==> src/rtl/l2_snoop_responder.sv <==
// l2_snoop_responder
// Snoop-side responder for the L2 cache. Watches bus operations issued by other
// caches, looks the line up in the L2 tag/MESI array, answers NOHIT/HIT/HITM on
// snoopBus, requests a writeback of modified lines and updates the MESI state.
// Optional feature macro: SNOOP_PROTOCOL_CHECK_EN enables protocolError pulses
// (and a simulation $error per violation). Without it protocolError is tied 0.
module l2_snoop_responder #(
    parameter int unsigned addressSize = 32,
    parameter int unsigned ways        = 8,
    parameter int unsigned indexBits   = 14,
    parameter int unsigned byteSelect  = 9,
    parameter int unsigned tagBits     = addressSize - indexBits - byteSelect
) (
    input  logic                       clock,
    input  logic                       reset,
    input  logic                       opValid,
    input  logic                       ownRequest,
    input  logic [7:0]                 sharedOperationBus,
    input  logic [addressSize-1:0]     snoopAddress,
    output logic                       lookupReq,
    output logic [indexBits-1:0]       lookupIndex,
    output logic [tagBits-1:0]         lookupTag,
    input  logic                       lookupAck,
    input  logic                       lookupHit,
    input  logic [$clog2(ways)-1:0]    lookupWay,
    input  logic [1:0]                 lookupState,
    output logic [1:0]                 snoopBus,
    output logic                       snoopValid,
    output logic                       wbReq,
    output logic [indexBits-1:0]       wbIndex,
    output logic [$clog2(ways)-1:0]    wbWay,
    input  logic                       wbAck,
    output logic                       stateWrite,
    output logic [indexBits-1:0]       stateIndex,
    output logic [$clog2(ways)-1:0]    stateWay,
    output logic [1:0]                 stateNew,
    output logic                       busy,
    output logic                       protocolError
);

    localparam int unsigned WAY_W = $clog2(ways);

    // FSM encoding
    localparam logic [2:0] S_IDLE      = 3'd0;
    localparam logic [2:0] S_LOOKUP    = 3'd1;
    localparam logic [2:0] S_RESPOND   = 3'd2;
    localparam logic [2:0] S_WRITEBACK = 3'd3;
    localparam logic [2:0] S_UPDATE    = 3'd4;

    // Bus opcodes (ASCII)
    localparam logic [7:0] OP_READ  = 8'h52;  // 'R'
    localparam logic [7:0] OP_WRITE = 8'h57;  // 'W'
    localparam logic [7:0] OP_RWIM  = 8'h4D;  // 'M'
    localparam logic [7:0] OP_INV   = 8'h49;  // 'I'

    // MESI encoding
    localparam logic [1:0] MESI_I = 2'b00;
    localparam logic [1:0] MESI_S = 2'b01;
    localparam logic [1:0] MESI_E = 2'b10;
    localparam logic [1:0] MESI_M = 2'b11;

    // Snoop responses
    localparam logic [1:0] RESP_NOHIT = 2'b00;
    localparam logic [1:0] RESP_HIT   = 2'b01;
    localparam logic [1:0] RESP_HITM  = 2'b10;

    // State and captured operation
    logic [2:0]           r_state,         w_state_nxt;
    logic [7:0]           r_opcode,        w_opcode_nxt;
    logic [indexBits-1:0] r_index,         w_index_nxt;
    logic [tagBits-1:0]   r_tag,           w_tag_nxt;
    logic [WAY_W-1:0]     r_way,           w_way_nxt;
    logic [1:0]           r_resp,          w_resp_nxt;
    logic                 r_update,        w_update_nxt;
    logic [1:0]           r_stateNew,      w_stateNew_nxt;

    // Registered strobes and flags
    logic                 r_lookupReq,     w_lookupReq_nxt;
    logic                 r_snoopValid,    w_snoopValid_nxt;
    logic [1:0]           r_snoopBus,      w_snoopBus_nxt;
    logic                 r_wbReq,         w_wbReq_nxt;
    logic                 r_stateWrite,    w_stateWrite_nxt;
    logic                 r_busy,          w_busy_nxt;
    logic                 r_protocolError, w_protocolError_nxt;

    // Lookup result decode
    logic                 w_opRecognized;
    logic                 w_validHit;
    logic [1:0]           w_lkResp;
    logic                 w_lkUpdate;
    logic [1:0]           w_lkStateNew;
    logic                 w_lkViolate;
    logic                 w_errBusy;
    logic                 w_errLookup;

    // Byte-offset bits never take part in a snoop lookup
    logic [byteSelect-1:0] w_unused_offset;
    assign w_unused_offset = snoopAddress[byteSelect-1:0];

    // Only the four bus opcodes start a snoop
    always_comb begin
        w_opRecognized = 1'b0;
        case (sharedOperationBus)
            OP_READ, OP_WRITE, OP_RWIM, OP_INV: w_opRecognized = 1'b1;
            default:                            w_opRecognized = 1'b0;
        endcase
    end

    // Response, MESI next state and violation for the current lookup result
    always_comb begin
        w_validHit   = lookupHit && (lookupState != MESI_I);
        w_lkResp     = RESP_NOHIT;
        w_lkUpdate   = 1'b0;
        w_lkStateNew = MESI_I;
        w_lkViolate  = 1'b0;
        if (w_validHit) begin
            case (r_opcode)
                OP_READ: begin
                    w_lkStateNew = MESI_S;
                    case (lookupState)
                        MESI_M: begin
                            w_lkResp   = RESP_HITM;
                            w_lkUpdate = 1'b1;
                        end
                        MESI_E: begin
                            w_lkResp   = RESP_HIT;
                            w_lkUpdate = 1'b1;
                        end
                        default: begin
                            w_lkResp   = RESP_HIT;
                            w_lkUpdate = 1'b0;
                        end
                    endcase
                end
                OP_RWIM: begin
                    w_lkResp     = (lookupState == MESI_M) ? RESP_HITM : RESP_HIT;
                    w_lkUpdate   = 1'b1;
                    w_lkStateNew = MESI_I;
                end
                OP_INV: begin
                    // An invalidate should only ever find shared copies
                    w_lkResp     = RESP_HIT;
                    w_lkUpdate   = 1'b1;
                    w_lkStateNew = MESI_I;
                    w_lkViolate  = (lookupState != MESI_S);
                end
                OP_WRITE: begin
                    // A writeback from another cache means nobody else may hold the line
                    w_lkViolate = 1'b1;
                end
                default: begin
                    w_lkResp = RESP_NOHIT;
                end
            endcase
        end
    end

    // Protocol violations: op arriving while busy, or an illegal hit state
    assign w_errBusy   = opValid && (r_state != S_IDLE);
    assign w_errLookup = (r_state == S_LOOKUP) && lookupAck && w_lkViolate;

`ifdef SNOOP_PROTOCOL_CHECK_EN
    assign w_protocolError_nxt = w_errBusy | w_errLookup;
`else
    logic w_unused_err;
    assign w_protocolError_nxt = 1'b0;
    assign w_unused_err        = w_errBusy | w_errLookup;
`endif

    // Next-state and next-output logic
    always_comb begin
        w_state_nxt      = r_state;
        w_opcode_nxt     = r_opcode;
        w_index_nxt      = r_index;
        w_tag_nxt        = r_tag;
        w_way_nxt        = r_way;
        w_resp_nxt       = r_resp;
        w_update_nxt     = r_update;
        w_stateNew_nxt   = r_stateNew;
        w_lookupReq_nxt  = 1'b0;
        w_snoopValid_nxt = 1'b0;
        w_snoopBus_nxt   = RESP_NOHIT;
        w_wbReq_nxt      = 1'b0;
        w_stateWrite_nxt = 1'b0;

        case (r_state)
            S_IDLE: begin
                if (opValid && !ownRequest && w_opRecognized) begin
                    w_state_nxt     = S_LOOKUP;
                    w_lookupReq_nxt = 1'b1;
                    w_opcode_nxt    = sharedOperationBus;
                    w_index_nxt     = snoopAddress[byteSelect+indexBits-1:byteSelect];
                    w_tag_nxt       = snoopAddress[addressSize-1 -: tagBits];
                end
            end
            S_LOOKUP: begin
                if (lookupAck) begin
                    w_state_nxt      = S_RESPOND;
                    w_way_nxt        = lookupWay;
                    w_resp_nxt       = w_lkResp;
                    w_update_nxt     = w_lkUpdate;
                    w_stateNew_nxt   = w_lkStateNew;
                    w_snoopValid_nxt = 1'b1;
                    w_snoopBus_nxt   = w_lkResp;
                end else begin
                    w_lookupReq_nxt = 1'b1;
                end
            end
            S_RESPOND: begin
                if (r_resp == RESP_HITM) begin
                    w_state_nxt = S_WRITEBACK;
                    w_wbReq_nxt = 1'b1;
                end else if (r_update) begin
                    w_state_nxt      = S_UPDATE;
                    w_stateWrite_nxt = 1'b1;
                end else begin
                    w_state_nxt = S_IDLE;
                end
            end
            S_WRITEBACK: begin
                if (wbAck) begin
                    w_state_nxt      = S_UPDATE;
                    w_stateWrite_nxt = 1'b1;
                end else begin
                    w_wbReq_nxt = 1'b1;
                end
            end
            S_UPDATE: begin
                w_state_nxt = S_IDLE;
            end
            default: begin
                w_state_nxt = S_IDLE;
            end
        endcase

        w_busy_nxt = (w_state_nxt != S_IDLE);
    end

    // State and output registers; reset abandons any operation in flight
    always_ff @(posedge clock or posedge reset) begin
        if (reset) begin
            r_state         <= S_IDLE;
            r_opcode        <= 8'd0;
            r_index         <= '0;
            r_tag           <= '0;
            r_way           <= '0;
            r_resp          <= RESP_NOHIT;
            r_update        <= 1'b0;
            r_stateNew      <= MESI_I;
            r_lookupReq     <= 1'b0;
            r_snoopValid    <= 1'b0;
            r_snoopBus      <= RESP_NOHIT;
            r_wbReq         <= 1'b0;
            r_stateWrite    <= 1'b0;
            r_busy          <= 1'b0;
            r_protocolError <= 1'b0;
        end else begin
            r_state         <= w_state_nxt;
            r_opcode        <= w_opcode_nxt;
            r_index         <= w_index_nxt;
            r_tag           <= w_tag_nxt;
            r_way           <= w_way_nxt;
            r_resp          <= w_resp_nxt;
            r_update        <= w_update_nxt;
            r_stateNew      <= w_stateNew_nxt;
            r_lookupReq     <= w_lookupReq_nxt;
            r_snoopValid    <= w_snoopValid_nxt;
            r_snoopBus      <= w_snoopBus_nxt;
            r_wbReq         <= w_wbReq_nxt;
            r_stateWrite    <= w_stateWrite_nxt;
            r_busy          <= w_busy_nxt;
            r_protocolError <= w_protocolError_nxt;
        end
    end

`ifdef SNOOP_PROTOCOL_CHECK_EN
`ifndef SYNTHESIS
    // Report each protocol violation with the offending opcode and address
    always_ff @(posedge clock) begin
        if (!reset && w_errBusy) begin
            $error("snoop protocol violation: op 0x%02h addr 0x%08h while busy",
                   sharedOperationBus, snoopAddress);
        end
        if (!reset && w_errLookup) begin
            $error("snoop protocol violation: op 0x%02h index 0x%0h tag 0x%0h state %0d",
                   r_opcode, r_index, r_tag, lookupState);
        end
    end
`endif
`endif

    // Output mapping; index and way stay stable until the next capture
    assign lookupReq     = r_lookupReq;
    assign lookupIndex   = r_index;
    assign lookupTag     = r_tag;
    assign snoopBus      = r_snoopBus;
    assign snoopValid    = r_snoopValid;
    assign wbReq         = r_wbReq;
    assign wbIndex       = r_index;
    assign wbWay         = r_way;
    assign stateWrite    = r_stateWrite;
    assign stateIndex    = r_index;
    assign stateWay      = r_way;
    assign stateNew      = r_stateNew;
    assign busy          = r_busy;
    assign protocolError = r_protocolError;

endmodule

==> config.mk <==
export PLATFORM = sky130hd
export DESIGN_NAME = l2_snoop_responder
export DESIGN_NICKNAME = d
export VERILOG_FILES = /design/src/rtl/l2_snoop_responder.sv
export SDC_FILE = /design/constraint.sdc
export NUM_CORES = 1
export LEC_CHECK = 0
export BUFFER_PORTS_ARGS = -buffer_cell sky130_fd_sc_hd__clkbuf_2
export CAP_MARGIN = 0
export CORE_AREA = 5 5 82 69
export CTS_CLUSTER_DIAMETER = 120
export DETAILED_ROUTE_END_ITERATION = 8
export DIE_AREA = 0 0 87 74
export PLACE_DENSITY_LB_ADDON = 0.12
export SYNTH_ARGS = -nofsm -noshare
export SYNTH_HDL_FRONTEND = slang
export SYNTH_SLANG_ARGS = --single-unit
==> constraint.sdc <==
create_clock -name clock -period 5.3 [get_ports clock]
set_clock_uncertainty 0.15 [all_clocks]
set_input_delay 0.265 -clock clock [delete_from_list [all_inputs] [get_ports clock]]
set_output_delay 0.265 -clock clock [all_outputs]
set_load 0.01 [all_outputs]
=== Word-level counts from Yosys, hierarchy flattened ===
Index checks and enable logic that the tools add are counted.

* Bitwise operators: 0
* Order comparisons: 0
* Reduce and logical (&&, ||, !) cells: 13
* Div/mod/pow operators: 0
* Mux-type cells: 29
* Multipliers: 0
* $add $sub $neg: 0
* Eq/ne operators: 13
* Shifts and indexed selects: 0

{| class="wikitable"
|+ Operators by type and width
! operator !! number
|-
| $eq 8x7->1 const B || 7
|-
| $mux 3 || 5
|-
| $mux 1 || 14
|-
| $pmux 3 s4 || 1
|-
| $mux 2 || 4
|-
| $pmux 1 s2 || 4
|-
| $eq 2x2->1 const B || 3
|-
| $eq 3x2->1 const B || 2
|-
| $reduce_or 2->1 || 3
|-
| $pmux 2 s2 || 1
|-
| $reduce_and 2->1 || 2
|-
| $reduce_or 4->1 || 1
|-
| $eq 3x1->1 const B || 1
|-
| $logic_and 1x1->1 || 3
|-
| $logic_not 3->1 || 1
|-
| $reduce_bool 3->1 || 1
|-
| $reduce_bool 2->1 || 1
|-
| $logic_not 1->1 || 1
|}

* Register bits after elaboration: 49
* Memories: 0
* Latch bits: 0
* Word-level logic and storage cells: 69
* Memory bits (read-only): 0
* Memory bits (writable): 0

=== Depth between registers and ports, before layout ===
* Depth after elaboration: 7
* Mapped depth: 6

=== Worst setup path after synthesis ===
No wires, ideal clock.

* Path kind: reg2reg
* From: register r_state[0]
* To: register r_index[10] (netlist: lookupIndex[10])
* Data required time: 5.025 ns
* Arrival time: 1.627 ns
* Period minus slack after synthesis: 1.902 ns
* Setup time: 0.125 ns
* Stages on the path, launching flop included: 7
* Slack: 3.398 ns
* Buffers on the path: 2
* Cell sequence: dfrtp_1 buf_6 and4bb_1 o2111ai_1 a21oi_4 buf_6 mux2_2

* Longest elaborated chain between the ends: 2

{| class="wikitable"
|+ Ends and longest elaborated chain
! item !! line !! source
|-
| start, declared || 68 || <nowiki>logic [2:0] r_state, w_state_nxt;</nowiki>
|-
| start signal, assigned || 258 || <nowiki>r_state <= w_state_nxt;</nowiki>
|-
| $logic_not 3->1 || 186 || <nowiki>case (r_state)</nowiki>
|-
| $reduce_and 2->1 (no source line) || - ||
|-
| end signal, assigned || 260 || <nowiki>r_index <= w_index_nxt;</nowiki>
|-
| end, declared || 70 || <nowiki>logic [indexBits-1:0] r_index, w_index_nxt;</nowiki>
|}

No other way between the ends.
A chain may end at the register's enable or synchronous reset.

=== Final worst setup path ===
* From: register r_state[0]
* To: register r_index[5] (netlist: lookupIndex[5])

Same word-level chain as after synthesis.

==> parameters.txt <==
Parameter                              Value

Logic synthesis
  Syn avg cell area ... between 10 and 15 sq um
  Fraction of synthesis flops using an asynchronous set or reset pin ... 100%
  Netlist cell types ... 30
  Synthesized instance count ... roughly 180
  Ys Warns ... 0
  Leading post-synthesis cells by cell area ... dfrtp_1 (55%), mux2_2 (15%), buf_4 (11%)
  Number of enable flip-flop cells after synthesis ... 0
  Post-Synthesis Cell Area ... 2170 sq um
  Yosys top cell area share ... between 50% and 60%
  Number of synthesized register bits ... 48
  Most used DFF post-synth ... dfrtp_1
  Proportion of synthesized chip area in sequential cells ... approximately 55%
  Leading area contributor after synthesis ... dfrtp_1

STA
  Timing-limited maximum frequency ... 0.404 GHz
  Count of endpoints failing setup in the final report ... 0
  Part of the cycle the worst path needs ... a little under half
  Number of pins exceeding their max-slew limit in the final report ... 0
  Tightest hold margin ... 0.0136 ns
  Number of failing hold endpoints at the final stage ... 0
  Transition time of the tightest slew-check pin ... 1.01 ns
  Min Clock Period, post-route ... about 2.5 ns
  Rel. slew slack ... roughly a third
  Setup repair after global routing missed its margin ... false
  Final setup TNS ... 0 ns

Drt
  # DRC ... 0
  First-pass iteration count of the detailed router ... 4
  Vias after detailed routing ... ~1.5k
  Final WL ... around 4200 um
  Antenna-violating nets left ... 0
  Number of DRC markers in iteration 0 ... between 40 and 50
  Vias per cell ... around 4.6
  Post-DR wirelength/cell ... 13.3 um

Floorplanning
  Die boundary height ... between 70 and 80 um
  Die outline width ... 87 um
  Die footprint ... 6440 sq um
  Starting density of the core ... 45.2%
  Area of the placeable core ... approximately 4800 sq um
  Number of cell rows ... 23
  I/O Pins ... 119

Pwr
  Pwr Total ... between 0.7 and 0.8 mW
  Total power density per cell area ... roughly 290 nW/um^2
  Cell leakage power ... about 1.5 nW
  Worst IR drop on VDD ... 0.191 mV

Worst setup path
  Setup Crit Path Kind ... reg -> reg
  Flop-to-flop setup slack ... between 2 and 3 ns
  Ordered list of cells on the worst path ... and4bb_1 > o2111ai_1 > a21oi_4 > mux2_2
  Top cell family by delay on the critical path ... compound AO/OA/AOI/OAI gates
  Data arrival time of the critical path ... 2.50 ns
  Crit end category ... flip-flop
  Highest net fanout along the worst path ... 34
  Count of buffer and inverter cells on the critical path ... 0
  Type of element launching the critical path ... flip-flop
  FF-to-FF path depth ... 4
  Crit-path max cell delay ... 0.81 ns
  Instance count on the critical path ... 4
  Reg2Reg Launch Point ... r_state[0]
  Data required time of the worst path ... between 5 and 6 ns
  Capture instance of the worst register-to-register path ... lookupIndex[5]
  Cell with the largest stage delay on the worst path ... a21oi_4

Clocking
  Clock-pin slew on the worst setup and hold paths ... approximately 0.080 ns
  TritonCTS clock tree ... yes
  Clk sinks ... 48
  Setup Buffers After CTS ... 0
  H-tree levels ... 2
  Number of buffers added to fix hold violations after cts ... 0
  CTS-repair resized insts ... 0
  Clock latency on the worst-skew pair ... 0.29 ns
  Root Buffer ... clkbuf_8
  Buffer depth of the longest clock path ... 2
  TritonCTS Buffers ... 5

Cells and area
  Area of the multi-input gates ... approximately 670 sq um
  Filler Cell Count ... about 440
  Core Util, Final ... between 50 and 60%
  Number of nets in the finished design ... 305
  Share of final-layout standard cells stronger than drive strength 1 ... between 50% and 60%
  Count of inserted antenna diode cells ... 0
  Synth-to-layout area growth ... 19.1%
  Non-filler instance count after layout ... 316
  Area taken by flip-flops and latches ... between 1000 and 1500 sq um

Placement
  RePlAce Congestion ... 0.670
  Placed Instances ... slightly above 300
  Port-buffer cells ... roughly 110
  Hpwl dp ... around 3100 um

GRT
  Vias in the first global route ... around 1.4k
  Maximum number of pins on one net before global-route repair ... 49
  Global route overflow ... 0
  Antenna violations before repair ... 0
  First-pass GRT wire length ... between 6000 and 7000 um
  Overall track demand over capacity in global routing ... 13.3%

Hold path
  Hold_sp ... lookupWay[0]
  Number of cells traversed by the worst hold path ... 3
  Worst min-delay path endpoint ... stateWay[0]
  Class of the tightest hold or removal check ... in -> reg

Run status
  Run status ... finished, final reports clean

Run
  Maxcap violations ... 0
[per-stage QoR]
stage | setup slack [ns] | area [sq um]
floorplan | 3.40 | 2180
global placement | 2.82 | 2500
detailed placement | 2.79 | 2500
CTS | 2.78 | 2590
global route | 2.67 | 2590
finish | 2.83 | 2590
[layer usage]
layer | GRT usage, % | wire [um] | up-vias
met5 | 0 | 0 | -
met2 | 20.1 | 1860 | 75
met1 | 17.6 | 1800 | 673
li1 | - | - | 712
met4 | 4.67 | 20 | 0
met3 | 5.20 | 509 | 2
[cell usage after synthesis (2+ instances only)]
library cell and number:
mux2_2 28, nor2_1 4, nor2b_1 3, nand2b_1 4, and3b_1 2, o21bai_1 2
a21o_1 2, buf_6 4, nand3b_1 3, o21ai_0 4, inv_1 3, dfrtp_1 48
buf_4 33, nand2_1 18, a31oi_1 2
[kinds of logic (layout without fill, tap and decap cells)]
family / Yosys count / count (layout) / share of synthesized area [%]
mux: 29 / 29 / 15.0
other cells: 1 / 2 / 0.173
flops: 48 / 48 / 55.3
buf+inv: 40 / 118 / 14.0
simple gates: 43 / 43 / 11.0
compound gates: 14 / 14 / 4.61
[report_power, final]
part	internal, mW	switching, mW	leakage (nW)	total (mW)
Combinational	0.0562	0.0573	0.791	0.113
Sequential	0.390	0.0183	0.659	0.408
Clock	0.106	0.110	0.0455	0.216
Total	0.552	0.185	1.49	0.738
[area by class of cell]
type                    count  share of cell area [%]
clock buffers               8                    3.48
inverters                   3                   0.435
multi-input cells          88                    26.0
flip-flops and latches     48                    46.4
well taps                  62                    3.00
repair buffers            107                    20.7
[worst max-delay path by stage]
stage,startpoint,end,slack [ns]
2_1_floorplan,r_state[0],lookupIndex[10],3.40
3_3_place_gp,r_state[0],lookupIndex[11],2.82
3_5_place_dp,r_state[0],lookupTag[6],2.79
4_1_cts,r_state[0],lookupTag[6],2.78
5_1_grt,r_state[0],lookupIndex[5],2.67
6_report,r_state[0],lookupIndex[5],2.83
[worst reg2reg max path: cells and delay by family (launching register included)]
kind	cells	cell delay, ns
AO/OA/AOI/OAI	2	1.00
flip-flops	1	0.46
multiplexers	1	0.43
AND/OR/NAND/NOR	1	0.32
[registers in the layout, summed over array words and instances, names as in the netlist]
signal and count:
r_update 1, r_resp 2, r_opcode 8, stateNew 1
snoopBus 2, lookupTag 9, r_state 3, lookupIndex 14
snoopValid 1, stateWay 3, busy 1, lookupReq 1
wbReq 1, stateWrite 1
[layout by cell type (no fill, tap or decap), types with 3 or more instances in the layout]
master,Yosys,layout
nand2_1,18,18
o21ai_0,4,4
nand3b_1,3,3
nor2_1,4,4
dfrtp_1,48,48
clkbuf_2,0,107
clkbuf_8,0,6
nor2b_1,3,3
mux2_2,28,28
nand2b_1,4,4
Power figures use the tool's default switching activity.
